**src/rtl/lbm_bram_arbiter.sv**
```systemverilog
// rtl/lbm_bram_arbiter.sv - solver/host arbiter for a single-port BRAM with pipelined read-tag return
// Define LBM_ARB_ROUND_ROBIN_EN to alternate contested grants; default build gives the solver fixed priority.
module lbm_bram_arbiter #(
  parameter int ADDR_W = 12,
  parameter int DATA_W = 16,
  parameter int RD_LAT = 2
) (
  input  logic              clk,
  input  logic              rst,
  input  logic              s_req,
  input  logic              s_we,
  input  logic [ADDR_W-1:0] s_addr,
  input  logic [DATA_W-1:0] s_wdata,
  output logic              s_gnt,
  output logic              s_rvalid,
  output logic [DATA_W-1:0] s_rdata,
  input  logic              h_req,
  input  logic              h_we,
  input  logic [ADDR_W-1:0] h_addr,
  input  logic [DATA_W-1:0] h_wdata,
  output logic              h_gnt,
  output logic              h_rvalid,
  output logic [DATA_W-1:0] h_rdata,
  output logic [ADDR_W-1:0] mem_addr,
  output logic              mem_we,
  output logic [DATA_W-1:0] mem_din,
  input  logic [DATA_W-1:0] mem_dout,
  output logic              rd_pending
);

  logic              sel_s;
  logic              sel_h;
  logic [ADDR_W-1:0] mem_addr_q, mem_addr_d;
  logic              mem_we_q, mem_we_d;
  logic [DATA_W-1:0] mem_din_q, mem_din_d;
  // Stage k holds the tag of a read whose address was registered k cycles ago.
  logic [RD_LAT:0]   tag_v_q, tag_v_d;
  logic [RD_LAT:0]   tag_h_q, tag_h_d;

`ifdef LBM_ARB_ROUND_ROBIN_EN
  // Set when the host should win the next contested cycle.
  logic rr_host_q, rr_host_d;

  always_comb begin
    sel_s     = 1'b0;
    sel_h     = 1'b0;
    rr_host_d = rr_host_q;
    if (!rst) begin
      if (s_req && h_req) begin
        sel_s     = !rr_host_q;
        sel_h     = rr_host_q;
        rr_host_d = !rr_host_q;
      end else begin
        sel_s = s_req;
        sel_h = h_req;
      end
    end
  end

  always_ff @(posedge clk or posedge rst) begin
    if (rst) begin
      rr_host_q <= 1'b0;
    end else begin
      rr_host_q <= rr_host_d;
    end
  end
`else
  always_comb begin
    sel_s = 1'b0;
    sel_h = 1'b0;
    if (!rst) begin
      sel_s = s_req;
      sel_h = h_req && !s_req;
    end
  end
`endif

  always_comb begin
    mem_we_d   = 1'b0;
    mem_addr_d = mem_addr_q;
    mem_din_d  = mem_din_q;
    if (sel_s) begin
      mem_we_d   = s_we;
      mem_addr_d = s_addr;
      mem_din_d  = s_wdata;
    end else if (sel_h) begin
      mem_we_d   = h_we;
      mem_addr_d = h_addr;
      mem_din_d  = h_wdata;
    end
    tag_v_d = {tag_v_q[RD_LAT-1:0], (sel_s && !s_we) || (sel_h && !h_we)};
    tag_h_d = {tag_h_q[RD_LAT-1:0], sel_h};
  end

  always_ff @(posedge clk or posedge rst) begin
    if (rst) begin
      mem_addr_q <= '0;
      mem_we_q   <= 1'b0;
      mem_din_q  <= '0;
      tag_v_q    <= '0;
      tag_h_q    <= '0;
    end else begin
      mem_addr_q <= mem_addr_d;
      mem_we_q   <= mem_we_d;
      mem_din_q  <= mem_din_d;
      tag_v_q    <= tag_v_d;
      tag_h_q    <= tag_h_d;
    end
  end

  assign s_gnt      = sel_s;
  assign h_gnt      = sel_h;
  assign mem_addr   = mem_addr_q;
  assign mem_we     = mem_we_q;
  assign mem_din    = mem_din_q;
  assign s_rvalid   = tag_v_q[RD_LAT] && !tag_h_q[RD_LAT];
  assign h_rvalid   = tag_v_q[RD_LAT] && tag_h_q[RD_LAT];
  assign s_rdata    = s_rvalid ? mem_dout : '0;
  assign h_rdata    = h_rvalid ? mem_dout : '0;
  assign rd_pending = |tag_v_q;

endmodule

```
**config.mk**
```make
export PLATFORM = sky130hd
export DESIGN_NAME = lbm_bram_arbiter
export DESIGN_NICKNAME = d
export VERILOG_FILES = /design/src/rtl/lbm_bram_arbiter.sv
export SDC_FILE = /design/constraint.sdc
export NUM_CORES = 1
export LEC_CHECK = 0
export CORE_AREA = 2 2 81 83
export CTS_BUF_LIST = sky130_fd_sc_hd__clkbuf_16
export DETAILED_ROUTE_END_ITERATION = 7
export DIE_AREA = 0 0 83 85
export HOLD_SLACK_MARGIN = 0.08
export PLACE_DENSITY = 0.87
export SETUP_SLACK_MARGIN = 0.3
export SYNTH_ARGS = -nofsm -noshare
export SYNTH_HDL_FRONTEND = slang
export SYNTH_SLANG_ARGS = --single-unit
export TNS_END_PERCENT = 10
```
**constraint.sdc**
```tcl
create_clock -name clk -period 2 [get_ports clk]
set_clock_uncertainty 0.15 [all_clocks]
set_input_delay 0.5 -clock clk [delete_from_list [all_inputs] [get_ports clk]]
set_output_delay 0.5 -clock clk [all_outputs]
set_load 0.03 [all_outputs]
```
==> results.yml, run 1 <==
run_status:
  status: "finished, violations left"
  violations: "setup timing"
die:
  die_y_um: 85
  num_io_pins: 144
  fp-row-count: 29
  dieArea_um2: 7055
  coreArea_um2: 6205
  start_util_pct: 28.86
  fp.dieW_um: 83
drt:
  ant_nets: 0
  viasPerCell: 5.143
  wire_per_inst_um: 16.28
  first_pass_iters: 4
  routed_wl_um: 6609
  vias: 2088
  remaining_drc_errors: 0
  drtIter0Drc: 63
worst_setup_path:
  max_stage_delay_ps: 380
  path_cells: "buf_6 > nor2b_4 > buf_12 > and2_2 > buf_6"
  crit_fanout: 9
  cp-end-kind: "primary output"
  crit_cells: 5
  worst_path_dominant_cell_family: "flip-flops"
  cp_slowest_cell: "dfrtp_1"
  critical_path_required_ps: 1350
  critPathKind: "reg2out"
  cp.buffers_inverters: 3
  start_kind: "flop"
  reg2regPathDepth: 2
  timing.critical_path.mode_cell: "buf_6"
  worstPathArrival_ps: 1370
global_route:
  grtUsageMet3_pct: 5.934
  gr-total-overflow: 0
  grt_max_degree: 29
  track_usage_pct: 18.17
  busiest_layer: "met2"
  grtUsageMet2_pct: 31.82
  gr-usage-met1_pct: 20.16
  grt_antenna_before_repair: 0
  grt_pass1_vias: 2176
  grt_pass1_wl_um: 10360
pwr:
  p_sw_uw: 761.3
  seq_power_share_pct: 34.2
  power_density_nw_per_um2: 690.7
  switching_share_pct: 30.35
  combinationalPowerShare_pct: 30.8
  p_leak_nw: 1.599
  irDropWorstVdd_mv: 0.3535
  clockPowerShare_pct: 35.0
  p_int_mw: 1.747
timing:
  max_slew_margin_pct: 78.33
  fin_ws_ps: -23.83
  setup_violations: 4
  period_minus_slack_ps: 2024
  drv_slew: 0
  rsz0062_at_grt: "true"
  hold_viol: 0
  finalCritPeriodShare_pct: 101.2
  tightest_slew_ps: 326.3
  max_clock_freq_mhz: 494.1
yosys:
  ys.warnings.count: 0
  synth.avg_cell_area_um2: 10.35
  syn_area_um2: 1790
  synth.area.top_cells: "dfrtp_1, o32ai_1, o221a_1"
  yosys_register_bits: 35
  postSynthCellCount: 173
  synth-seq-area-share_pct: 48.92
  syn-num-nets: 251
  synth_area_leader_cell: "dfrtp_1"
  ys_types: 22
  synth_top_area_share_pct: 48.92
clock_network:
  clk_pin_slew_ps: 60
  clockBufferDepth: 2
  cts-buffers-inserted: 5
  clkLatencyLatePin_ps: 280
  cts-root-buf: "clkbuf_16"
  htreeDepth: 2
  cts.sinks: 35
  cts_tree: "done"
final_layout:
  antennaDiodeCount: 0
  post-route-util_pct: 58.54
  fin_cells: 406
  fillers: 523
  area.growth.synth_to_final_pct: 102.9
  drive_gt1_share_pct: 34.65
  nets: 406
  fin_area_um2: 3632
placement:
  dp_slack_ps: -110.4
  placedInstanceArea_um2: 3321
  gp_congestion: 0.8053
  post-place-cells: 395
  numPortBuffers: 143
  dpl.hpwl_um: 4864
min_path:
  hold_depth: 0
  holdCritPathClass: "reg2reg"
flow_run:
  cap_violations: 0
[logic make-up after synthesis]
group           Yosys count  synth area share, %
compound gates           45                21.31
buf+inv                  20                5.730
flops                    35                48.92
simple gates             73                24.04
[per-layer routing]
layer  share of wire, %  vias up
met5                  0        -
met3                8.3       19
li1                   -      967
met1                 39      984
met4                2.6        0
met2                 50      118
[what timing repair did]
action	in CTS	in global routing
hold buffers	0	0
buffers inserted	2	0
endpoints found under the hold margin	0	0
gates resized for setup	109	39
pin swaps	5	9
setup endpoints to repair	83	58
cloned	0	1
[synthesized netlist by cell type]
master / instances
dfrtp_1: 35
nor2_1: 18
and2_1: 17
and3_1: 16
o22ai_1: 15
o32ai_1: 15
nand3b_1: 14
clkbuf_1: 10
o221a_1: 10
buf_2: 4
buf_6: 3
o221a_2: 3
a21oi_1: 2
inv_1: 2
nand2b_1: 2
and2_4: 1
inv_2: 1
nand2_1: 1
nor2b_1: 1
nor3b_1: 1
or2_1: 1
or3_1: 1
[per-stage QoR]
stage / setup TNS [ps] / power (mW) / hold WS, ps
CTS: -131.0 / 2.531 / 204.6
finish: -57.91 / 2.509 / 201.3
detailed placement: -149.3 / 1.671 / 191.1
global route: -887.7 / 2.615 / 218.2
global placement: -118.5 / 1.655 / 185.1
floorplan: 0 / 1.253 / 181.2
[cells in the final DEF (no fill, tap or decap), types with 10 or more instances in the layout]
cell type        instances
clkdlybuf4s50_1         66
dfrtp_1                 35
buf_6                   32
buf_4                   24
nor2_1                  17
o32ai_1                 15
o22ai_1                 15
nand3b_1                14
clkbuf_2                13
and2_4                  12
clkdlybuf4s15_1         12
o221a_1                 10
[power by group through the flow]
stage / registers, mW / clock network (mW) / logic (mW)
5_1_grt: 0.870 / 0.928 / 0.817
4_1_cts: 0.856 / 0.900 / 0.775
3_5_place_dp: 0.867 / 0 / 0.804
2_1_floorplan: 1.02 / 0 / 0.230
6_report: 0.857 / 0.878 / 0.774
3_3_place_gp: 0.865 / 0 / 0.790
[sequential cells by signal (all words and copies together) (netlist names)]
register	flops
mem_addr	12
mem_din	16
mem_we	1
tag_v_q	3
tag_h_q	3
[area by class of cell]
type,count,area (um^2),area share (%)
Timing Repair Buffer,165,1580,43.51
Multi-Input combinational cell,118,900.9,24.80
Sequential cell,35,875.8,24.11
Clock buffer,5,125.1,3.445
Tap cell,77,96.34,2.652
Clock inverter,3,42.54,1.171
Inverter,3,11.26,0.3100
[path summary, 6_finish.rpt]
| check | from | to | slack [ps] |
|---|---|---|---|
| max | tag_v_q[2] | s_rdata[14] | -20 |
| min | tag_h_q[0] | tag_h_q[1] | 200 |
| max reg2reg | mem_addr[3] | mem_addr[3] | 1100 |
| min reg2reg | tag_h_q[0] | tag_h_q[1] | 200 |
| max in group asynchronous | rst | mem_addr[0] | 1100 |
| min in group asynchronous | rst | tag_h_q[0] | 250 |
Power figures use the tool's default switching activity.
==> run 2: changes to the inputs <==
--- a/config.mk
+++ b/config.mk
@@ -5,13 +5,14 @@
 export SDC_FILE = /design/constraint.sdc
 export NUM_CORES = 1
 export LEC_CHECK = 0
-export CORE_AREA = 2 2 81 83
+export CORE_AREA = 2 2 75 77
 export CTS_BUF_LIST = sky130_fd_sc_hd__clkbuf_16
 export DETAILED_ROUTE_END_ITERATION = 7
-export DIE_AREA = 0 0 83 85
+export DIE_AREA = 0 0 77 79
 export HOLD_SLACK_MARGIN = 0.08
-export PLACE_DENSITY = 0.87
+export PLACE_DENSITY = 0.95
 export SETUP_SLACK_MARGIN = 0.3
+export SKIP_LAST_GASP = 1
 export SYNTH_ARGS = -nofsm -noshare
 export SYNTH_HDL_FRONTEND = slang
 export SYNTH_SLANG_ARGS = --single-unit
==> constraint.sdc (replaced) <==
create_clock -name clk -period 2.52 [get_ports clk]
set_clock_uncertainty 0.15 [all_clocks]
set_input_delay 0.63 -clock clk [delete_from_list [all_inputs] [get_ports clk]]
set_output_delay 0.63 -clock clk [all_outputs]
set_load 0.03 [all_outputs]
==> results.yml, run 2 (same netlist as run 1, synthesis figures left out) <==
run_status:
  status: "finished clean"
pwr:
  clockPowerShare_pct: 35.1
  p_int_mw: 1.419
  irDropWorstVdd_mv: 0.3628
  p_leak_nw: 1.545
  combinationalPowerShare_pct: 31.3
  p_sw_uw: 606.5
  seq_power_share_pct: 33.6
  power_density_nw_per_um2: 580.1
  switching_share_pct: 29.95
clock_network:
  holdBufCountCts: 0
  cts.sinks: 35
  clkLatencyLatePin_ps: 270
  cts_tree: "done"
  clk_pin_slew_ps: 60
  cts-root-buf: "clkbuf_16"
  cts-buffers-inserted: 5
  clockBufferDepth: 2
  cts_setup_buffers: 0
  htreeDepth: 2
timing:
  max_slew_margin_pct: 77.23
  hold_viol: 0
  tightest_slew_ps: 340.4
  setup_violations: 0
  rsz0062_at_grt: "true"
  finalCritPeriodShare_pct: 89.36
  whs_ps: 196.1
  tns_ps: 0
  max_clock_freq_mhz: 444.1
  period_minus_slack_ps: 2252
  drv_slew: 0
worst_setup_path:
  cp.buffers_inverters: 2
  worstPathArrival_ps: 1470
  critical_path_required_ps: 1740
  cp-end-kind: "primary output"
  path_cells: "clkdlybuf4s50_1 > and3_1 > buf_4"
  critPathKind: "in2out"
  cp_slowest_cell: "clkdlybuf4s50_1"
  start_kind: "input port"
  worst_path_dominant_cell_family: "buffers and inverters"
  max_stage_delay_ps: 510
  crit_fanout: 2
final_layout:
  final_cell_mix: "clkdlybuf4s50_1, buf_4, dfrtp_1"
  fin_area_um2: 3491
  post-route-util_pct: 65.40
  drive_gt1_share_pct: 20.81
  area.growth.synth_to_final_pct: 94.97
  nets: 399
  fin_cells: 394
  final_common_cell: "clkdlybuf4s50_1"
  antennaDiodeCount: 0
  largest_reg_flops: 16
drt:
  routed_wl_um: 6899
  ant_nets: 0
  drtIter0Drc: 119
  first_pass_iters: 4
  vias: 2069
  remaining_drc_errors: 0
  viasPerCell: 5.251
  wire_per_inst_um: 17.51
die:
  dieArea_um2: 6083
  fp.dieW_um: 77
  die_y_um: 79
  start_util_pct: 33.54
  coreArea_um2: 5338
  fp-row-count: 27
  num_io_pins: 144
global_route:
  grt_pass1_wl_um: 10800
  track_usage_pct: 22.72
  gr-total-overflow: 0
  grt_max_degree: 29
  grt_pass1_vias: 2120
  grt_antenna_before_repair: 0
placement:
  numPortBuffers: 143
  gp_congestion: 0.7913
  post-place-cells: 386
  dpl.hpwl_um: 5428
  placedInstanceArea_um2: 3283
flow_run:
  cap_violations: 0
min_path:
  holdCritPathClass: "in2async"
## run 2: per-stage QoR
stage / total power, mW / worst slack, ps
floorplan: 0.9844 / 221.0
global placement: 1.304 / 160.1
detailed placement: 1.323 / 143.5
CTS: 2.041 / 136.0
global route: 2.106 / 253.9
finish: 2.025 / 268.1
## run 2: area by class of cell
type,instances,area (um^2)
clock buffers,5,125.1
clock inverters,3,47.55
fillers,428,1847
inverters,3,11.26
multi-input cells,118,832.0
flip-flops and latches,35,875.8
well taps,72,90.09
repair buffers,158,1509
## run 2: worst paths after layout
check / end / cells past startpoint / from / slack, ps
min in group clk: tag_h_q[2] / 0 / tag_h_q[1] / 200
worst max-delay path: h_rdata[12] / 3 / mem_dout[12] / 270
max in group asynchronous: tag_h_q[2] / 3 / rst / 1510
worst min register to register: tag_h_q[2] / 0 / tag_h_q[1] / 200
worst min-delay path: mem_addr[8] / 2 / rst / 200
worst max register to register: mem_din[9] / 1 / mem_din[9] / 1610
## run 2: power by group through the flow
| stage | registers, mW | clock network [mW] | logic (mW) |
|---|---|---|---|
| 2_1_floorplan | 0.812 | 0 | 0.172 |
| 3_3_place_gp | 0.686 | 0 | 0.619 |
| 3_5_place_dp | 0.689 | 0 | 0.634 |
| 4_1_cts | 0.681 | 0.726 | 0.635 |
| 5_1_grt | 0.690 | 0.747 | 0.669 |
| 6_report | 0.681 | 0.711 | 0.633 |
## run 2: what timing repair did
action	CTS	global route
endpoints found under the setup margin	23	29
resized for setup	2	11
cloned	0	0
## run 2: layer usage
layer  GRT usage [%]  part of all wire, %
met5               0                    0
met4           6.786                  1.6
met3           6.591                  8.4
met2           45.70                   56
met1           22.29                   34
==> run 3: changes to the inputs <==
--- a/config.mk
+++ b/config.mk
@@ -9,7 +9,6 @@
 export CTS_BUF_LIST = sky130_fd_sc_hd__clkbuf_16
 export DETAILED_ROUTE_END_ITERATION = 7
 export DIE_AREA = 0 0 77 79
-export HOLD_SLACK_MARGIN = 0.08
 export PLACE_DENSITY = 0.95
 export SETUP_SLACK_MARGIN = 0.3
 export SKIP_LAST_GASP = 1
==> results of run 3 <==
The final DEF is identical to that of run 2; final timing and power are the same.
==> variant 1, RTL diff (settings of run 1) <==
`mem_din_q` no longer has a reset.
--- a/src/rtl/lbm_bram_arbiter.sv
+++ b/src/rtl/lbm_bram_arbiter.sv
@@ -96,16 +96,18 @@
     if (rst) begin
       mem_addr_q <= '0;
       mem_we_q   <= 1'b0;
-      mem_din_q  <= '0;
       tag_v_q    <= '0;
       tag_h_q    <= '0;
     end else begin
       mem_addr_q <= mem_addr_d;
       mem_we_q   <= mem_we_d;
-      mem_din_q  <= mem_din_d;
       tag_v_q    <= tag_v_d;
       tag_h_q    <= tag_h_d;
     end
+  end
+
+  always_ff @(posedge clk) begin
+    mem_din_q <= mem_din_d;
   end
 
   assign s_gnt      = sel_s;
Behaviour: differs if rst is asserted again (counterexample within 4 cycles, from zero or initial values and one cycle with rst high); with rst held inactive, the same outputs for 10 cycles.
==> variant 1 against run 1 <==
- total power rose by 1.4%
- sequential cell count did not move
- routed wire length fell by 15%
- core utilization fell by 0.83 points
- synthesized cell count fell by 15%
- design area fell by 1.4%
- area after synthesis fell by 1.4%
- setup slack improved by 0.050 ns
- largest power group unchanged
==> variant 1: results (changes against run 1) <==
\begin{tabular}{lr}
\hline
Metric & Value \\
\hline
\multicolumn{2}{l}{\textbf{Power and ir drop}} \\
Max VDD drop & 0.0004212 V (+19\%) \\
Static power due to leakage & 1.626 nW (+1.6\%) \\
\multicolumn{2}{l}{\textbf{Global route}} \\
Largest net degree at the start of global routing & 23 (-21\%) \\
Global-route usage over all layers & 15.35\% (-2.8 points) \\
\multicolumn{2}{l}{\textbf{Cells and area}} \\
Fin nets & 383 (-5.7\%) \\
Fill cell instance count of the final layout & 560 (+7.1\%) \\
Layout cell share with drive strength beyond 1 & 32.68\% (-2.0 points) \\
\multicolumn{2}{l}{\textbf{Logic synthesis}} \\
Number of distinct library cells after synthesis & 24 (+9.1\%) \\
Area fraction in compound gates after synthesis & 10.91\% (-10 points) \\
Top post-synthesis cells by area & edfxtp\_1 (27\%), dfrtp\_1 (27\%), mux2\_4 (9.4\%) \\
Mux share of post-synthesis cell area & 12.54\% (+13 points) \\
Post-Synthesis Mean Instance Area & 12.01 sq um (+16\%) \\
Top cell types by occurrence after synthesis & dfrtp\_1 (19), and2\_1 (18), o22ai\_1 (17) \\
Number of nets in the synthesized netlist & 225 (-10\%) \\
Ys async rst share & 54.29\% (-46 points) \\
\multicolumn{2}{l}{\textbf{Routing}} \\
Mean number of vias per cell & 4.629 (-10\%) \\
Average wire length per cell after detail routing & 14.68 microns (-9.8\%) \\
Iter 0 DRT Violations & 41 (-35\%) \\
Total number of vias & 1773 (-15\%) \\
\multicolumn{2}{l}{\textbf{Clock network}} \\
PostCTS Resize Cnt & 21 (-81\%) \\
\multicolumn{2}{l}{\textbf{Placed design}} \\
RD Place Congestion & 0.7995 (-0.72\%) \\
Placed Instance Area & 0.003308 sq mm (-0.38\%) \\
Cell total after placement & 372 (-5.8\%) \\
Post-detail-place hpwl & 4.492 mm (-7.6\%) \\
\multicolumn{2}{l}{\textbf{Critical path}} \\
Largest stage delay, worst path & 0.48 ns (+0.10 ns) \\
Largest fanout on the critical path & 2 (-7) \\
Data arrival time of the critical path & 1.32 ns (-0.05 ns) \\
CP max stage cell & clkdlybuf4s50\_1 \\
\multicolumn{2}{l}{\textbf{Run status}} \\
Run status & completed \\
\hline
\end{tabular}
-- variant 1: changes by cell type in the layout (fill, tap and decap cells not counted), sizes merged, moves of 7 or more --
cell / change
buf: -7
clkdlybuf4s15: -14
a21oi: +9
o221a: -13
dfrtp: -16
edfxtp: +16
o32ai: -14
nand3b: -14
mux2: +16
nor2: -10
clkdlybuf4s50: +24
clkbuf: -14
-- variant 1: cells by family (layout without fill, tap and decap cells) --
group / count (synthesis) / after routing
multiplexers: 16 / 16
flip-flops: 35 / 35
AO/OA/AOI/OAI: 31 / 31
buffers and inverters: 13 / 171
AND/OR/NAND/NOR: 52 / 53
-- variant 1: worst paths after layout --
kind	start	endpoint	slack, ns	cells past startpoint
worst min register to register	tag_h_q[1]	tag_h_q[2]	0.19	0
min in group asynchronous	rst	mem_addr[3]	0.41	4
worst max-delay path	mem_dout[14]	h_rdata[14]	0.03	3
worst min-delay path	tag_h_q[1]	tag_h_q[2]	0.19	0
max in group asynchronous	rst	tag_v_q[2]	1.14	4
worst max register to register	mem_addr[4]	mem_addr[4]	1.06	2
-- variant 1: per-layer routing --
metal	up-vias	share of wire, %	GRT usage, %
li1	858	-	-
met1	822	38	16.90
met2	87	53	29.18
met3	6	7.8	3.988
met4	0	1.2	4.173
met5	-	0	0
-- variant 1: power by group --
part	leakage [nW]	internal [W]	switching [W]	total, W
logic	1.15	0.000362	0.000337	0.000699
clock network	0.0952	0.000709	0.000267	0.000976
registers	0.379	0.000833	0.0000367	0.000870
total	1.63	0.00190	0.000640	0.00254
-- variant 1: cell type report --
class                      instances  area [sq um]  area share, %
timing repair buffer             160          1538          42.94
tap                               77         96.34          2.690
clock inverter                     3         63.81          1.782
clock buffer                       5         125.1          3.494
sequential                        35         957.2          26.73
inverter                           3         15.01         0.4193
multi-input combinational        100         785.8          21.94
==> variant 2, RTL diff (settings of run 1) <==
Without the edit above. `ADDR_W`: 12 -> 11.
--- a/src/rtl/lbm_bram_arbiter.sv
+++ b/src/rtl/lbm_bram_arbiter.sv
@@ -1,7 +1,7 @@
 // rtl/lbm_bram_arbiter.sv - solver/host arbiter for a single-port BRAM with pipelined read-tag return
 // Define LBM_ARB_ROUND_ROBIN_EN to alternate contested grants; default build gives the solver fixed priority.
 module lbm_bram_arbiter #(
-  parameter int ADDR_W = 12,
+  parameter int ADDR_W = 11,
   parameter int DATA_W = 16,
   parameter int RD_LAT = 2
 ) (
Ports: changed (resized h_addr, mem_addr and s_addr); port bits go from 144 to 141. No check against the original RTL was run, so the function may have changed too.
==> variant 2 against run 1 <==
- design area shrank 4.7%
- non-clock buffer count shrank 8
- final cell count shrank 3.0%
- total power shrank 8.3%
- routed wire length shrank 4.7%
- synthesized cell count shrank 2.3%
- sequential cell count shrank 1
- setup slack gained 0.060 ns
- area after synthesis shrank 3.3%
- critical path type unchanged
- highest routed layer unchanged
==> variant 2: results (changes against run 1) <==
\begin{tabular}{lr}
\hline
Metric & Value \\
\hline
\multicolumn{2}{l}{\textbf{Timing}} \\
WHS & 0.1963 ns (-0.004985 ns) \\
Fmax & 509.2 MHz (+3.0\%) \\
Actual slew at the worst max-slew pin & 0.3386 ns (+0.01232 ns) \\
\multicolumn{2}{l}{\textbf{Global route}} \\
Met1 Track Usage GR & 19.82\% (-0.34 points) \\
GR Util met3 & 4.669\% (-1.3 points) \\
Via count of the first global-routing pass & 2001 (-8.0\%) \\
Global-route usage over all layers & 17.27\% (-0.90 points) \\
Wire length of the first global-routing pass & 9.860 mm (-4.9\%) \\
Largest net degree at the start of global routing & 28 (-3.4\%) \\
\multicolumn{2}{l}{\textbf{Critical path}} \\
Largest fanout on the critical path & 3 (-6) \\
Largest stage delay, worst path & 0.68 ns (+0.30 ns) \\
R2r startpoint & mem\_addr[8] \\
CP max stage cell & clkdlybuf4s50\_1 \\
Depth of the worst register-to-register path & 1 (-1) \\
Data arrival time of the critical path & 1.31 ns (-0.06 ns) \\
Capture point of the worst reg-to-reg path & mem\_addr[8] \\
\multicolumn{2}{l}{\textbf{Logic synthesis}} \\
Top post-synthesis cells by area & dfrtp\_1 (49\%), o32ai\_1 (7.6\%), o221a\_1 (6.5\%) \\
Fraction of the yosys area taken by sequential cells & 49.13\% (+0.22 points) \\
Top cell types by occurrence after synthesis & dfrtp\_1 (34), nor2\_1 (18), and2\_1 (17) \\
Number of nets in the synthesized netlist & 245 (-2.4\%) \\
Post-Synthesis Mean Instance Area & 10.25 sq um (-1.0\%) \\
\multicolumn{2}{l}{\textbf{Power and ir drop}} \\
Static power due to leakage & 1.547 nW (-3.3\%) \\
\multicolumn{2}{l}{\textbf{Placed design}} \\
Cell total after placement & 386 (-2.3\%) \\
Post-detail-place hpwl & 4.869 mm (about the same) \\
Placed Instance Area & 0.003259 sq mm (-1.8\%) \\
Number of buffers added on ports & 140 (-2.1\%) \\
\multicolumn{2}{l}{\textbf{Routing}} \\
Met3 WL & 479 microns (-12\%) \\
Iter 0 DRT Violations & 46 (-27\%) \\
Average wire length per cell after detail routing & 15.98 microns (-1.8\%) \\
Routed length on met2 & 3.176 mm (-4.6\%) \\
Mean number of vias per cell & 5.079 (-1.2\%) \\
\multicolumn{2}{l}{\textbf{Cells and area}} \\
Layout cell share with drive strength beyond 1 & 24.29\% (-10 points) \\
\multicolumn{2}{l}{\textbf{Run status}} \\
Run status & completed \\
\hline
\end{tabular}
-- variant 2: cell type report --
cell class	count	area [sq um]
fill	569	2743
timing repair buffer	157	1539
sequential	34	850.8
multi-input combinational	116	832.0
clock buffer	5	125.1
tap	77	96.34
inverter	3	11.26
clock inverter	2	7.507
-- variant 2: power by group --
| part | switching [W] | internal [W] |
|---|---|---|
| clock network | 0.000256 | 0.000444 |
| registers | 0.0000602 | 0.000773 |
| logic | 0.000389 | 0.000377 |
-- variant 2: repair_timing --
item | CTS | global route
setup endpoints to repair | 92 | 65
pin swaps | 1 | 0
gates resized for setup | 26 | 7
cloned | 0 | 0
setup buffers | 1 | 0
-- variant 2: cells by family after synthesis --
logic type	share of synthesized area [%]
AO/OA/AOI/OAI	21.39
buffers and inverters	5.058
AND/OR/NAND/NOR	24.42
flip-flops	49.13
